===== config.mk =====
export PLATFORM = sky130hd
export DESIGN_NAME = mem_write_sequencer
export DESIGN_NICKNAME = d
export VERILOG_FILES = /design/src/rtl/mem_write_sequencer_pkg.sv /design/src/rtl/mem_write_sequencer.sv
export SDC_FILE = /design/constraint.sdc
export NUM_CORES = 1
export LEC_CHECK = 0
export ABC_CLOCK_PERIOD_IN_PS = 1800
export BUFFER_PORTS_ARGS = -buffer_cell sky130_fd_sc_hd__buf_2
export CAP_MARGIN = 20
export CORE_UTILIZATION = 51
export DETAILED_ROUTE_END_ITERATION = 10
export PLACE_DENSITY = 0.86
export SYNTH_ARGS = -nofsm -noshare
export SYNTH_HDL_FRONTEND = slang
export SYNTH_SLANG_ARGS = --single-unit

===== constraint.sdc =====
create_clock -name clk -period 1.8 [get_ports clk]
set_input_delay 0.09 -clock clk [delete_from_list [all_inputs] [get_ports clk]]
set_output_delay 0.09 -clock clk [all_outputs]
set_load 0.1 [all_outputs]

===== src/rtl/mem_write_sequencer_pkg.sv =====
// Shared types and helpers for the memory write sequencer.
// Holds the default widths, the fill state encoding and the 8-bit scramble map.
package mem_write_pkg;

  localparam int ADDR_W = 5;
  localparam int DATA_W = 8;

  typedef enum logic [1:0] {
    IDLE = 2'd0,
    FILL = 2'd1,
    LAST = 2'd2
  } state_t;

  // Lossy bit map: the top two source bits are dropped, bits [4:3] appear twice.
  function automatic logic [7:0] scramble8(input logic [7:0] d);
    return {d[1:0], d[5:2], d[4:3]};
  endfunction

endpackage


===== src/rtl/mem_write_sequencer.sv =====
// Streams bytes from a valid/ready source into a contiguous RAM address range,
// optionally scrambling each byte; every output except in_ready comes from a flop.
module mem_write_sequencer
  import mem_write_pkg::*;
#(
  parameter int ADDR_W = mem_write_pkg::ADDR_W,
  parameter int DATA_W = mem_write_pkg::DATA_W
) (
  input  logic              clk,
  input  logic              rst,
  input  logic              start,
  input  logic [ADDR_W-1:0] start_addr,
  input  logic [ADDR_W-1:0] end_addr,
  input  logic              scramble_en,
  input  logic              abort,
  input  logic              in_valid,
  input  logic [DATA_W-1:0] in_data,
  output logic              in_ready,
  output logic              mem_cs,
  output logic              mem_we,
  output logic [ADDR_W-1:0] mem_addr,
  output logic [DATA_W-1:0] mem_data,
  output logic              busy,
  output logic              done,
  output logic              err
);

  state_t            state_reg, state_next;
  logic [ADDR_W-1:0] ptr_reg, ptr_next;
  logic [ADDR_W-1:0] end_reg, end_next;
  logic              scr_reg, scr_next;
  logic              cs_next;
  logic [ADDR_W-1:0] addr_next;
  logic [DATA_W-1:0] data_next;
  logic              busy_next, done_next, err_next;
  logic [DATA_W-1:0] scr_data;

  // The scramble map only exists for bytes; other widths write data unchanged.
  generate
    if (DATA_W == 8) begin : gen_scr
      assign scr_data = scramble8(in_data);
    end else begin : gen_noscr
      assign scr_data = in_data;
    end
  endgenerate

  always_comb begin
    state_next = state_reg;
    ptr_next   = ptr_reg;
    end_next   = end_reg;
    scr_next   = scr_reg;
    cs_next    = 1'b0;
    addr_next  = mem_addr;
    data_next  = mem_data;
    busy_next  = busy;
    done_next  = 1'b0;
    err_next   = 1'b0;
    in_ready   = 1'b0;
    case (state_reg)
      IDLE: begin
        if (start) begin
          if (start_addr <= end_addr) begin
            ptr_next   = start_addr;
            end_next   = end_addr;
            scr_next   = scramble_en;
            state_next = FILL;
            busy_next  = 1'b1;
          end else begin
            err_next = 1'b1;
          end
        end
      end
      FILL: begin
        in_ready = ~abort;
        if (abort) begin
          state_next = IDLE;
          busy_next  = 1'b0;
          err_next   = 1'b1;
        end else if (in_valid) begin
          cs_next   = 1'b1;
          addr_next = ptr_reg;
          data_next = scr_reg ? scr_data : in_data;
          // Pointer stops at end_addr so a fill ending at the top address never wraps.
          if (ptr_reg == end_reg) begin
            state_next = LAST;
          end else begin
            ptr_next = ptr_reg + 1'b1;
          end
        end
      end
      LAST: begin
        state_next = IDLE;
        busy_next  = 1'b0;
        done_next  = 1'b1;
      end
      default: begin
        state_next = IDLE;
        busy_next  = 1'b0;
      end
    endcase
  end

  always_ff @(posedge clk or posedge rst) begin
    if (rst) begin
      state_reg <= IDLE;
      ptr_reg   <= '0;
      end_reg   <= '0;
      scr_reg   <= 1'b0;
      mem_cs    <= 1'b0;
      mem_we    <= 1'b0;
      mem_addr  <= '0;
      mem_data  <= '0;
      busy      <= 1'b0;
      done      <= 1'b0;
      err       <= 1'b0;
    end else begin
      state_reg <= state_next;
      ptr_reg   <= ptr_next;
      end_reg   <= end_next;
      scr_reg   <= scr_next;
      mem_cs    <= cs_next;
      mem_we    <= cs_next;
      mem_addr  <= addr_next;
      mem_data  <= data_next;
      busy      <= busy_next;
      done      <= done_next;
      err       <= err_next;
    end
  end

endmodule

Yosys cells after proc, flatten, opt, wreduce, memory -nomap -nowiden
Index checks and enable logic that the tools add are counted.
Cells by class
  eq/ne operators: 11
  $add $sub $neg: 1
  reductions and logical operators: 7
  multiplexer cells: 26
  magnitude comparators: 1
  bitwise logic cells: 1
Operator list (count)
  $mux W5: 5
  $ne A2 B2 Y1 const B: 6
  $mux W1: 11
  $mux W2: 5
  $pmux W5 S2: 1
  $reduce_and A3 Y1: 3
  $mux W8: 1
  $ne A3 B3 Y1 const B: 2
  $reduce_and A6 Y1: 1
  $add A5 B1 Y5 const B: 1
  $eq A5 B5 Y1: 1
  $le A5 B5 Y1: 1
  $pmux W1 S2: 2
  $pmux W2 S2: 1
  $reduce_and A4 Y1: 1
  $eq A2 B1 Y1 const B: 1
  $eq A2 B2 Y1 const B: 1
  $logic_not A2 Y1: 1
  $reduce_bool A2 Y1: 1
  $not A1 Y1: 1
Storage, ports and cells
  word-level logic and storage cells: 57
  output and inout port bits: 19
  bits of input ports: 24
  register bits after elaboration: 30

Longest topological paths before layout
  depth in word-level cells: 5
  gate-level depth with buffers: 7
  gate-level depth less buffers: 7

Least setup slack after synthesis
Ideal clock, no wire load.
  kind: reg2reg
  start: reg state_reg[1]
  end: reg state_reg[0]
  stages on the path, launching flop included: 5
  clock period less this slack: 2.373 ns
  library setup time: 0.069 ns
  data arrival time: 2.304 ns
  path buffers: 1
  slack: -0.573 ns
  data required time: 1.731 ns
  cells stage by stage: dfrtp_1 nand2b_1 buf_2 nor2_1 a21o_2
On the way
  word-level cells in the longest chain between the ends: 3
  elaborated cells on any way between the ends: 8
  classes of those cells: eq/ne: 5; mux: 1; reduce/logical: 2
Ends and longest elaborated chain
  start: declaration: RTL line mem_write_sequencer.sv:28  | state_t state_reg, state_next;
  start signal: assignment: RTL line mem_write_sequencer.sv:117  | state_reg <= state_next;
  $eq A2 B1 Y1 or $logic_not A2 Y1 (tied branches): RTL line mem_write_sequencer.sv:59  | case (state_reg)
  $ne A3 B3 Y1 (no source line) or $ne A2 B2 Y1 (tied branches)
  $reduce_and A4 Y1 (no source line)
Several ways; a longest one is shown, not always the timed one.
A chain may end at the register's enable or synchronous reset.

Worst setup path in the final report
  start: reg state_reg[1]
  end: out in_ready
On the way
  word-level cells in the longest chain between the ends: 2
Ends and longest elaborated chain
  $eq A2 B1 Y1: RTL line mem_write_sequencer.sv:59
  $mux W1: RTL line mem_write_sequencer.sv:59
  end: declaration: RTL line mem_write_sequencer.sv:18  | output logic in_ready,
No other way between the ends.

==> key figures <==
Run status
  • Status: complete, but fails checks
  • Failing checks: DRC

Pwr
  • Worst VDD drop: 912 uV
  • PwrDens: 1940 nW/um^2
  • Pleak: 0.00101 uW

Finish
  • N_diodes: 0
  • Reg with most FFs: mem_data
  • Area delta synth->final: 29.6%
  • Layout fillers: 214
  • Layout cells sized above 1: 36.6%
  • Max FFs per register: 8
  • Cell Count, Final, Fillers Out: 225
  • Nets@finish: 223

GRT
  • Largest net degree at the start of global routing: 31
  • First-pass GRT wire length: 5.32 mm
  • Antenna violations before repair: 0
  • GRT Total Usage: 22.5%
  • Vias in the first global route: 1216
  • Total grt overflow: 0

Setup path
  • Crit Path Max Fanout: 13
  • Worst setup SP type: flop
  • Worst path cell trace: nand2b_1, nor2_4, buf_12
  • CP peak stage delay: 0.45 ns
  • Data required time of the critical path: 1.71 ns
  • Critical path class: flop to output port
  • Reg2Reg Depth: 5
  • Worst R2R Setup Slack: 0.25 ns
  • Data arrival, critical path: 1.62 ns
  • Family with the most delay on the worst path: simple AND/OR/NAND/NOR gates
  • Worst r2r src: ptr_reg[3]
  • Reg2reg end: ptr_reg[1]
  • Critical path's slowest cell: dfrtp_1
  • Crit end category: output port
  • CP bufs+invs: 1

Logic synthesis
  • Synth Instances: 135
  • #FFs+latches synth: 30
  • Post-synthesis sequential area ratio: 49.0%
  • Syn_nets: 165
  • Distinct cells, synth: 34
  • Syn_area_per_cell: 11.4 sq um
  • Synthesis Warnings: 0
  • Netlist Area Pre-Place: 1530 sq um

Timing
  • Rel. slew slack: 64.5%
  • RSZ-0062 raised after global routing: false
  • Slew @ Worst Pin: 0.532 ns
  • Final worst-path cycle share: 94.7%
  • Fmax: 586 MHz
  • Skew final: 0.00639 ns
  • # setup viols final: 0
  • Setup TNS: 0 ns
  • Final min period: 1.71 ns
  • Fin. max-slew vios: 0
  • Fin. Hold Viols: 0

Floorplan
  • Core area: 2810 sq um
  • Die X: 56.8 um
  • Std-Cell Rows: 19
  • Num ports: 43
  • Die area: 3230 sq um
  • Die Ht: 56.8 um
  • Starting density of the core: 54.6%

CTS
  • CTS Buffer Depth: 2
  • TritonCTS Buffers: 5
  • CTS H-tree depth: 2
  • Root buffer cell: clkbuf_4
  • TritonCTS clock tree: yes
  • Clock transition at the registers of the reported paths: 0.09 ns
  • Worst-Skew Late Latency: 0.33 ns
  • Sink Count: 30

Hold path
  • Worst Hold Launch: end_addr[0]
  • WHS Path Cells: 2
  • Hold Crit Endpoint: end_reg[0]
  • Hold crit path type: primary input to flop

Drt
  • WL final: 3.16 mm
  • Via/cell ratio: 5.47
  • DR vias: 1230
  • DRC violations left: 8
  • Routed Antenna Nets: 0
  • WL per Instance: 14.0 um
  • Drt pass-1 iters: 7
  • Iter 0 DRT Violations: 51

Placement
  • Detail Placement HPWL: 2.35 mm
  • RePlAce Congestion: 0.782
  • Placed cells: 207
  • Port Buffers: 42

Run
  • Maximum capacitance violations: 0
-- per-stage QoR --
stage	setup WS, ns	area (sq um)	hold WS [ns]	util [%]	power, uW
CTS	0.0929	1970	0.000589	70.1	3860
floorplan	0.267	1540	0.181	-	2950
global route	0.0215	1990	0.0108	70.8	4040
global placement	0.152	1810	0.164	64.4	3290
finish	0.0947	1990	0.0279	70.8	3850
detailed placement	0.0594	1810	0.180	64.4	3350
-- repair_timing --
action | in CTS | in global routing
buffers inserted | 0 | 0
endpoints found under the hold margin | 37 | 2
resized for setup | 0 | 0
hold buffers | 8 | 2
setup endpoints to repair | 0 | 0
-- area by class of cell --
type	instances	area (sq um)	share of cell area, %
Clock buffer	8	78.8	3.97
Inverter	9	33.8	1.70
Multi-Input combinational cell	89	701	35.3
Sequential cell	30	751	37.8
Tap cell	31	38.8	1.95
Timing Repair Buffer	58	383	19.3
-- cell usage after synthesis (all sizes together) --
cell	number	share of area (%)
a211oi	1	0.49
and4	1	0.57
ha	6	4.9
nor2	9	2.2
a21o	1	0.57
o221ai	1	0.57
o21ai	8	2.6
dfrtp	30	49
mux2	16	13
xnor2	3	1.7
nor2b	2	1.3
a221o	1	0.73
nand2	9	2.2
xor2	2	1.1
and3	3	1.2
nand4	2	0.82
or2	1	0.41
o22ai	4	1.6
inv	9	2.2
nand2b	1	0.41
and2	1	0.41
a22oi	2	0.98
buf	7	3.6
mux2i	4	2.6
nor3b	1	0.49
a21oi	10	3.8
-- metal layers --
layer	GRT usage, %	up-vias	share of wire (%)
li1	-	586	-
met1	25.2	574	42
met2	39.3	60	48
met3	7.37	10	7.1
met4	9.06	0	2.5
met5	0	-	0
-- kinds of logic (layout without fill, tap and decap cells) --
kind of cell,count (synthesis),after routing,share of synthesized area (%)
mux,20,20,16.1
flops,30,30,49.0
fa+ha+maj,6,6,4.90
compound gates,28,28,11.3
buf+inv,16,75,5.80
simple gates,30,30,10.0
xor+xnor,5,5,2.86
-- report_power, final --
part	internal (uW)	leakage (uW)	switching, uW	total, uW
sequential	946	0.000365	223	1170
clock	267	0.0000446	228	495
combinational	561	0.000599	1620	2180
-- cell usage in the layout, fill, tap and decap left out, drive strengths merged --
cell type,Yosys,layout
nand2,9,9
xnor2,3,3
o221ai,1,1
and3,3,3
mux2,16,16
a22oi,2,2
and4,1,1
xor2,2,2
clkbuf,0,8
a21oi,10,10
nor3b,1,1
inv,9,9
nor2,9,9
dlygate4sd3,0,10
o22ai,4,4
a21o,1,1
or2,1,1
nand4,2,2
a221o,1,1
nand2b,1,1
ha,6,6
buf,7,48
nor2b,2,2
dfrtp,30,30
a211oi,1,1
mux2i,4,4
and2,1,1
o21ai,8,8
-- worst reg2reg max path, stage by stage (launching register included) --
cell and delay [ns]:
dfrtp_1 0.45, xor2_1 0.16, nor2_1 0.12, nand4_1 0.17
a21oi_2 0.22, mux2_4 0.31
-- how the worst max path moves through the flow --
stage / start / to / cells past startpoint
2_1_floorplan: state_reg[1] / state_reg[0] / 4
3_3_place_gp: start_addr[4] / end_reg[1] / 7
3_5_place_dp: end_addr[2] / end_reg[4] / 8
4_1_cts: state_reg[1] / in_ready / 3
5_1_grt: state_reg[1] / in_ready / 3
6_report: state_reg[1] / in_ready / 3
Power figures use the tool's default switching activity.
